**src/rtl/versatile_mem_ctrl_pkg.sv**
```systemverilog
// Shared definitions for the memory controller datapath blocks.
package versatile_mem_ctrl_pkg;

  typedef enum logic {
    IDLE  = 1'b0,
    BURST = 1'b1
  } rx_state_e;

  localparam int RD_LAT_DEF = 5;
  localparam int TAG_W_DEF  = 4;

  function automatic bit burst_words_ok(int n);
    return (n == 1) || (n == 2) || (n == 4) || (n == 8);
  endfunction

endpackage

```
**src/rtl/versatile_mem_ctrl_dly_line.sv**
```systemverilog
// DEPTH x WIDTH shift register; every stage is visible so callers can OR valid bits.
module versatile_mem_ctrl_dly_line #(
  parameter int DEPTH = 4,
  parameter int WIDTH = 1
) (
  input  logic                        clk_i,
  input  logic                        rst_i,
  input  logic [WIDTH-1:0]            d_i,
  output logic [WIDTH-1:0]            q_o,
  output logic [DEPTH-1:0][WIDTH-1:0] stages_o
);

  logic [DEPTH-1:0][WIDTH-1:0] sr_q;

  always_ff @(posedge clk_i or posedge rst_i) begin
    if (rst_i) begin
      sr_q <= '0;
    end else begin
      sr_q[0] <= d_i;
      for (int i = 1; i < DEPTH; i++) sr_q[i] <= sr_q[i-1];
    end
  end

  assign q_o      = sr_q[DEPTH-1];
  assign stages_o = sr_q;

endmodule

```
**src/rtl/versatile_mem_ctrl_rx_align.sv**
```systemverilog
// Read-burst aligner: uses delayed READ timing to pick burst words off the PHY
// and write them, tagged and last-marked, into the Rx FIFO.
module versatile_mem_ctrl_rx_align
  import versatile_mem_ctrl_pkg::*;
#(
  parameter int RD_LAT      = RD_LAT_DEF,
  parameter int BURST_WORDS = 4,
  parameter int TAG_W       = TAG_W_DEF
) (
  input  logic             clk_0,
  input  logic             rst,
  input  logic             rd_cmd_i,
  input  logic [TAG_W-1:0] rd_tag_i,
  input  logic [31:0]      rx_dat_i,
  input  logic             fifo_full_i,
  input  logic             err_clr_i,
  output logic [31:0]      fifo_dat_o,
  output logic [TAG_W-1:0] fifo_tag_o,
  output logic             fifo_last_o,
  output logic             fifo_we_o,
  output logic             busy_o,
  output logic             ovf_o,
  output logic             err_o
);

  localparam int BEAT_W = (BURST_WORDS > 1) ? $clog2(BURST_WORDS) : 1;
  localparam int DW     = TAG_W + 1;
  localparam logic [BEAT_W-1:0] LAST_BEAT = BEAT_W'(BURST_WORDS - 1);

  if (!burst_words_ok(BURST_WORDS)) begin : g_bad_bw
    $error("BURST_WORDS must be 1, 2, 4 or 8");
  end

  logic [RD_LAT-1:0][DW-1:0] dly_stages;
  logic [DW-1:0]             dly_out;
  logic [RD_LAT-1:0]         dly_vld;
  logic                      start;
  logic [TAG_W-1:0]          start_tag;

  versatile_mem_ctrl_dly_line #(.DEPTH(RD_LAT), .WIDTH(DW)) u_dly (
    .clk_i   (clk_0),
    .rst_i   (rst),
    .d_i     ({rd_cmd_i, rd_tag_i}),
    .q_o     (dly_out),
    .stages_o(dly_stages)
  );

  assign start     = dly_out[DW-1];
  assign start_tag = dly_out[TAG_W-1:0];

  always_comb begin
    dly_vld = '0;
    for (int i = 0; i < RD_LAT; i++) dly_vld[i] = dly_stages[i][DW-1];
  end

  rx_state_e         state_q, state_d;
  logic [BEAT_W-1:0] beat_q, beat_d, idx;
  logic [TAG_W-1:0]  cur_tag_q, cur_tag_d;
  logic              active, err_set;
  logic              we_q, ovf_q, err_q, last_q;
  logic [31:0]       dat_q;
  logic [TAG_W-1:0]  tag_q;

  assign active = start | (state_q == BURST);
  assign idx    = start ? '0 : beat_q;

  always_comb begin
    state_d   = state_q;
    beat_d    = beat_q;
    cur_tag_d = cur_tag_q;
    err_set   = 1'b0;
    if (start) begin
      // A start while still in BURST truncates the old burst.
      err_set = (state_q == BURST);
      if (BURST_WORDS == 1) begin
        state_d = IDLE;
        beat_d  = '0;
      end else begin
        state_d   = BURST;
        beat_d    = BEAT_W'(1);
        cur_tag_d = start_tag;
      end
    end else if (state_q == BURST) begin
      if (beat_q == LAST_BEAT) begin
        state_d = IDLE;
        beat_d  = '0;
      end else begin
        beat_d = beat_q + BEAT_W'(1);
      end
    end
  end

  always_ff @(posedge clk_0 or posedge rst) begin
    if (rst) begin
      state_q   <= IDLE;
      beat_q    <= '0;
      cur_tag_q <= '0;
      dat_q     <= '0;
      tag_q     <= '0;
      last_q    <= 1'b0;
      we_q      <= 1'b0;
      ovf_q     <= 1'b0;
      err_q     <= 1'b0;
    end else begin
      state_q   <= state_d;
      beat_q    <= beat_d;
      cur_tag_q <= cur_tag_d;
      we_q      <= active;
      if (active) begin
        dat_q  <= rx_dat_i;
        tag_q  <= start ? start_tag : cur_tag_q;
        last_q <= (idx == LAST_BEAT);
      end
      if (we_q && fifo_full_i) ovf_q <= 1'b1;
      else if (err_clr_i)      ovf_q <= 1'b0;
      if (err_set)             err_q <= 1'b1;
      else if (err_clr_i)      err_q <= 1'b0;
    end
  end

  assign fifo_dat_o  = dat_q;
  assign fifo_tag_o  = tag_q;
  assign fifo_last_o = last_q;
  assign fifo_we_o   = we_q & ~fifo_full_i;
  assign busy_o      = (|dly_vld) | (state_q == BURST) | we_q;
  assign ovf_o       = ovf_q;
  assign err_o       = err_q;

endmodule

```
**config.mk**
```make
export PLATFORM = sky130hd
export DESIGN_NAME = versatile_mem_ctrl_rx_align
export DESIGN_NICKNAME = d
export VERILOG_FILES = /design/src/rtl/versatile_mem_ctrl_pkg.sv /design/src/rtl/versatile_mem_ctrl_dly_line.sv /design/src/rtl/versatile_mem_ctrl_rx_align.sv
export SDC_FILE = /design/constraint.sdc
export NUM_CORES = 1
export LEC_CHECK = 0
export CORE_MARGIN = 3
export CORE_UTILIZATION = 25
export DETAILED_ROUTE_END_ITERATION = 8
export DONT_BUFFER_PORTS = 1
export GPL_TIMING_DRIVEN = 0
export HOLD_SLACK_MARGIN = 0.15
export PLACE_DENSITY = 0.5
export SLEW_MARGIN = 20
export SYNTH_ARGS = -nofsm -noshare
export SYNTH_HDL_FRONTEND = slang
export SYNTH_HIERARCHICAL = 1
export SYNTH_SLANG_ARGS = --single-unit
```
**constraint.sdc**
```tcl
create_clock -name clk_0 -period 1.7 [get_ports clk_0]
set_clock_uncertainty 0.15 [all_clocks]
set_input_delay 0.34 -clock clk_0 [delete_from_list [all_inputs] [get_ports clk_0]]
set_output_delay 0.34 -clock clk_0 [all_outputs]
set_load 0.02 [all_outputs]
```
== After elaboration in Yosys (flattened, before gate mapping) ==
Index checks and enable logic that the tools add are counted.
Widths: inputs -> output; s select.
Word-level totals
  flip-flop bits (word level): 72
  latch bits: 0
  bits in writable memories: 0
  memory bits (read-only): 0
  input port bits: 41
  output and inout port bits: 41
  word-level logic and storage cells: 39
  memories kept: 0
Cells by class
  $add $sub $neg: 1
  multiply operators: 0
  divide/modulo/power cells: 0
  $lt $le $gt $ge: 0
  eq/ne operators: 2
  shifts and indexed selects: 0
  muxes and demuxes: 12
  bitwise operators: 5
  reductions and logical operators: 5
Operator list (number)
  $mux 2: 4
  $mux 1: 7
  $reduce_bool 2->1: 3
  $reduce_or 5->1: 1
  $eq 2x2->1 const B: 2
  $mux 4: 1
  $or 1x1->1: 3
  $add 2x1->2 const B: 1
  $and 1x1->1: 1
  $logic_and 1x1->1: 1
  $not 1->1: 1

== Longest topological paths before layout ==
  depth after elaboration: 4
  mapped depth: 5
  mapped depth without buffers: 3

== Cells and area by module ==
Netlist, hierarchy kept.
By module, submodules not included
  versatile_mem_ctrl_rx_align: instances 1, cells an instance 115, area each 1949.4 um^2, sequential area each 1176.1 um^2
  versatile_mem_ctrl_dly_line: instances 1, cells an instance 31, area each 666.9 um^2, sequential area each 625.6 um^2

== Least setup slack after synthesis ==
Ideal clock, no wire load.
  kind: flip-flop to flip-flop
  start: register u_dly.sr_q (netlist bit u_dly/q_o[4])
  end: register dat_q[0] (netlist: fifo_dat_o[0])
  setup time: 125 ps
  arrival time: 1305 ps
  data required time: 1425 ps
  slack: 120 ps
  cell stages (with the launch flop): 6
  buffers on the path: 3
  clock period less this slack: 1580 ps
  cells stage by stage: dfrtp_1 > buf_6 > or2_1 > buf_6 > buf_12 > mux2_4
Between the ends
  word-level cells in the longest chain between the ends: 1
RTL lines
  start, declared: line versatile_mem_ctrl_dly_line.sv:13  | logic [DEPTH-1:0][WIDTH-1:0] sr_q;
  $or 1x1->1: line versatile_mem_ctrl_rx_align.sv:64  | assign active = start | (state_q == BURST);
  end signal, assigned: line versatile_mem_ctrl_rx_align.sv:110  | dat_q <= rx_dat_i;
  end, declared: line versatile_mem_ctrl_rx_align.sv:61  | logic [31:0] dat_q;
Every way passes these cells.
A chain may end at the register's enable or synchronous reset.

== Final worst setup path ==
  start: register u_dly.sr_q (netlist bit u_dly/stages_o[19])
  end: output busy_o
Between the ends
  word-level cells in the longest chain between the ends: 3
RTL lines
  $reduce_or 5->1: line versatile_mem_ctrl_rx_align.sv:125  | assign busy_o = (|dly_vld) | (state_q == BURST) | we_q;
  $or 1x1->1 (2 in series): line versatile_mem_ctrl_rx_align.sv:125
  end, declared: line versatile_mem_ctrl_rx_align.sv:21  | output logic busy_o,
Every way passes these cells.

==> run metrics <==
Hold EP u_dly/stages_o[18]; HP Class flip-flop to flip-flop; Worst-Skew Late Latency between 0.3 and 0.4 ns; total track usage under 10%; max-slew violations 0; internal power about 3500 uW; crit-path max FO 2; sequential cell area 0.00180 mm2; CP Cell Sequence nor4_4 -> nand2_2; Bufs on Longest Clock Path 2; Placed Cells 276; Clock power frac around 40%; required time of the critical path between 1 and 1.5 ns; Synthesis Warnings 6; Final #Nets about 240; # setup viols final 0; share of layout cells above drive strength 1 a little over a third; Worst path slowest cell dfrtp_1; Pleak approximately 0.0016 uW; DRT Pass-1 Iters 2; Slew @ Worst Pin between 0.8 and 0.9 ns; worst hold margin ~0.2 ns; FMAX between 500 and 600 MHz; Root Driver clkbuf_8; I/O Pins 82; Initial Utilization between 20% and 30%; crit path time final roughly 1.7 ns; total gr overflow 0; DP Wirelength 2.84 mm; filler cell count 962; Psw between 1000 and 1500 uW; R2R depth 5; final hold vios 0; initial drt markers 36; post-synthesis cell count approximately 140; reg2reg end fifo_dat_o[4]; Rows 36; Tcrit/Tclk final 99.0%; slowest stage delay, CP approximately 0.41 ns; hold_sp u_dly/stages_o[13]; Placeable Area ~0.0099 mm2; crit path kind flip-flop to primary output; area of the multi-input gates a little under 700 um2; Via Count ~1.3k; status finished clean; syn_area_per_cell between 15 and 20 um2; Routed Antenna Nets 0; DR vias/cell roughly 3.9; Die ar. 0.0116 mm2; mapped cell area 0.00259 mm2; first-pass GRT wire length roughly 7.4 mm; CP Data Arrival Time between 1 and 1.5 ns; TritonCTS clock tree yes; syn_nets around 180; pin count of the biggest net entering global routing 31; Die W ~110 um; diode count 0; # H-tree levels 3; power density over the cells 1350 mW/mm2; number of max-cap violations 0; # port buffers 0; Hold Path Depth 0; CTS buffer count 9; Comb pwr share 13.7%; GP Congestion around 0.60; Post-Route WL between 4 and 5 mm; vias in the first global route 1448; sequential cell fraction of total power 47.2%; DRC errors left 0; wire length per cell ~14 um; VDD IR max 0.000699 V; Clock Sinks between 70 and 80; Reg clk slew, reported paths around 0.080 ns; chip height between 100 and 150 um; RR Startpoint u_dly/q_o[4]; Worst setup EP type primary output; Rel. slew slack ~41%; startpoint types flip-flop; switch share 25.8%; Layout Cells excl Fill 332; initial antenna violation count 0; RSZ-0062 raised after global routing true; flop2flop setup slack roughly 0.040 ns; Area Growth Syn to Fin 34.6%
## metal layers
metal	vias up	share of wire, %	global-route usage, %
met2	55	48	13.3
met3	10	8.3	3.48
met1	643	42	10.1
li1	579	-	-
met4	0	1.9	3.79
met5	-	0	0
## sequential cells by signal, summed over array words and instances (netlist names)
register / cells
state_q: 1
cur_tag_q: 4
err_o: 1
u_dly/q_o: 5
fifo_last_o: 1
ovf_o: 1
beat_q: 2
fifo_tag_o: 4
u_dly/stages_o: 20
we_q: 1
fifo_dat_o: 32
## cell usage in the layout (no fill, tap or decap), types with 2 or more instances in the layout
master          n
mux2_4         29
clkbuf_8       10
buf_4           2
bufinv_16       4
dfrtp_1        71
dlygate4sd3_1  40
buf_12          5
inv_1           4
o21ai_0         2
nand2_1         2
mux2_2         11
inv_6           2
## through the flow
step	setup slack, ns	utilization [%]	total power, uW	area [um2]	TNS, ns
floorplan	0.0939	-	2690	2590	0
global placement	-0.526	27.8	2800	2750	-24.57
detailed placement	0.0261	28.0	2820	2770	0
CTS	-0.0124	35.0	4810	3470	-0.0124
global route	-0.0716	35.1	4960	3480	-0.0716
finish	0.0174	35.1	4710	3480	0
## worst max-delay path: cells and delay by family, from the launching register on
family,cells,cell delay [ns]
simple gates,2,0.44
flops,1,0.41
## power groups by stage
stage	Clock (uW)	Combinational (uW)	Sequential [uW]
after floorplan	0	486	2210
after global placement	0	552	2250
after detailed placement	0	565	2250
after CTS	1930	649	2230
after global routing	2000	705	2260
final	1840	648	2230
## timing repair
| item | CTS | global route |
|---|---|---|
| hold buffers | 40 | 0 |
| setup endpoints to repair | 1 | 10 |
| gates resized for setup | 4 | 3 |
| setup buffers | 1 | 0 |
| pin swaps | 2 | 0 |
| hold endpoints to repair | 111 | 0 |
## area by class of cell
class | instances | share of cell area (%)
sequential | 72 | 51.8
multi-input combinational | 58 | 19.8
timing repair buffer | 42 | 12.3
tap | 133 | 4.78
clock buffer | 10 | 3.95
clock inverter | 6 | 3.95
buffer | 6 | 2.84
inverter | 5 | 0.539
## worst max-delay path by stage
stage                                  start              to  slack [ns]  cells after the start
after CTS                 u_dly/stages_o[19]          busy_o       -0.01                      2
after global routing      u_dly/stages_o[19]          busy_o       -0.07                      2
final                     u_dly/stages_o[19]          busy_o        0.02                      2
after detailed placement        u_dly/q_o[4]   fifo_dat_o[4]        0.03                      5
after global placement                   rst  fifo_dat_o[10]       -0.53                      1
after floorplan                          rst       beat_q[0]        0.09                      1
No activity file was read; power rests on OpenSTA's default activity.
==> variant: new RTL, same flow settings <==
The parameter `BURST_WORDS` goes from 4 to 8.
--- a/src/rtl/versatile_mem_ctrl_rx_align.sv
+++ b/src/rtl/versatile_mem_ctrl_rx_align.sv
@@ -5,5 +5,5 @@
 #(
   parameter int RD_LAT      = RD_LAT_DEF,
-  parameter int BURST_WORDS = 4,
+  parameter int BURST_WORDS = 8,
   parameter int TAG_W       = TAG_W_DEF
 ) (
Check against the original RTL: not equivalent (a bounded check fails within 10 cycles, from zero or initial values and one cycle with rst high).
==> variant against the original RTL <==
- the flow now finishes with violations (negative setup slack)
- final area decreased by 0.22%
- sequential cell count increased by 1
- routed wire length about the same
- utilization decreased by 0.39 points
- area after synthesis increased by 2.0%
- synthesized cell count increased by 2.8%
- critical endpoint unchanged
- sequential power decreased by 9.9%
- critical path type unchanged
- combinational power decreased by 50%
- count of clock-buffer cells in the layout decreased by 1
- die area increased by 1.9%
- largest cell class unchanged
- setup slack got worse by 0.023 ns
- total power decreased by 20%
==> variant: results (changes against the original RTL) <==
[outcome]
outcome=finished, violations left
violations=negative setup slack

[global_route]
grt_pass1_vias=1473  ; +1.7%
grt_pass1_wl_microns=7520  ; +1.8%
grtUsageTotal_pct=8.60  ; +0.15 points
grt_max_degree=28  ; -9.7%
antenna_found_initial=0  ; unchanged

[sta]
finalSetupViolCount=1  ; +1
timing.setup.tns_ns=-0.00558  ; -0.00558 ns
relSlewSlack_pct=39.9  ; -0.82 points
layout_setup_ws_ns=-0.00558  ; -0.0229 ns

[cts]
cts_buffer_depth=2  ; unchanged
clk_latency_ns=0.34  ; about the same
cts_made_buffers=9  ; unchanged
cts_root_buf=clkbuf_8
cts_max_level=3  ; unchanged
clk_pin_slew_ns=0.08  ; about the same

[power_and_ir_drop]
leakagePower_nw=1.62  ; +0.88%
irDropWorstVdd_uv=554  ; -21%

[routing]
wirelength_microns=4680  ; about the same
dr.pass1.iters=3  ; +1
drtIter0Drc=30  ; -17%
vias=1322  ; +2.7%

[placement]
finalWeightedCongestion=0.613  ; +2.6%
dp_hpwl_microns=2970  ; +4.6%
io_buffers=0  ; unchanged

[finish]
fillers=970  ; +0.83%
drive_gt1_share_pct=33.7  ; -1.0 points
finalNetCount=243  ; +3.0%
largest_reg_flops=32  ; unchanged
antenna_cells=0  ; unchanged

[critical_path]
cp.arrival_ns=1.22  ; +0.03 ns
cp_max_fo=4  ; +2

[logic_synthesis]
syn-num-nets=189  ; +2.7%
yosysWarnings=6  ; unchanged

[min_path]
hold_class=reg -> reg

## variant: layer usage
metal / routed length (microns) / vias up / GRT usage, %
li1: - / 600 / -
met5: 0 / - / 0
met3: 393 / 6 / 4.68
met1: 1890 / 663 / 9.53
met4: 66 / 0 / 3.52
met2: 2330 / 53 / 13.8
## variant: metrics by stage
| step | instance area [sq um] | cells | hold slack, ns | setup slack [ns] |
|---|---|---|---|---|
| final | 3470 | 338 | 0.202 | -0.00558 |
| after global routing | 3470 | 338 | 0.212 | -0.0605 |
| after CTS | 3470 | 338 | 0.205 | -0.0224 |
| after detailed placement | 2830 | 280 | 0.185 | 0.0637 |
| after global placement | 2810 | 279 | 0.182 | -0.572 |
| after floorplan | 2640 | 146 | 0.181 | 0.0655 |
## variant: final timing paths
check,slack [ns],depth (start not counted),startpoint,to
worst max register to register,0.05,5,u_dly/q_o[4],fifo_dat_o[2]
worst min register to register,0.20,0,u_dly/stages_o[18],u_dly/q_o[3]
worst max-delay path,-0.006,3,state_q,busy_o
min in group asynchronous,0.42,2,rst,err_o
max in group asynchronous,0.31,2,rst,u_dly/q_o[1]
worst min-delay path,0.20,0,u_dly/stages_o[18],u_dly/q_o[3]
## variant: critical path: stages (launching register included)
cell,delay [ns]
dfrtp_1,0.38
buf_6,0.12
nor4_4,0.23
nand2_2,0.15
## variant: report_power, final
part	total, mW	internal (mW)	switching, mW
sequential	2.01	1.85	0.157
clock	1.41	0.706	0.709
combinational	0.327	0.208	0.120
total	3.75	2.77	0.986
## variant: final cells by class
cell class	instances	area, sq um	share of cell area, %
sequential	73	1830	52.6
multi-input combinational	61	716	20.6
timing repair buffer	43	443	12.8
tap	133	166	4.79
clock buffer	9	124	3.57
buffer	7	95.1	2.74
clock inverter	7	83.8	2.41
inverter	5	18.8	0.540
## variant: timing repair
item                                    CTS  global route
hold endpoints to repair                 90             0
cloned                                    0             0
resized for setup                         3             0
endpoints found under the setup margin    1             1
buffers inserted                          2             0
pin swaps                                 2             0
hold buffers                             40             0
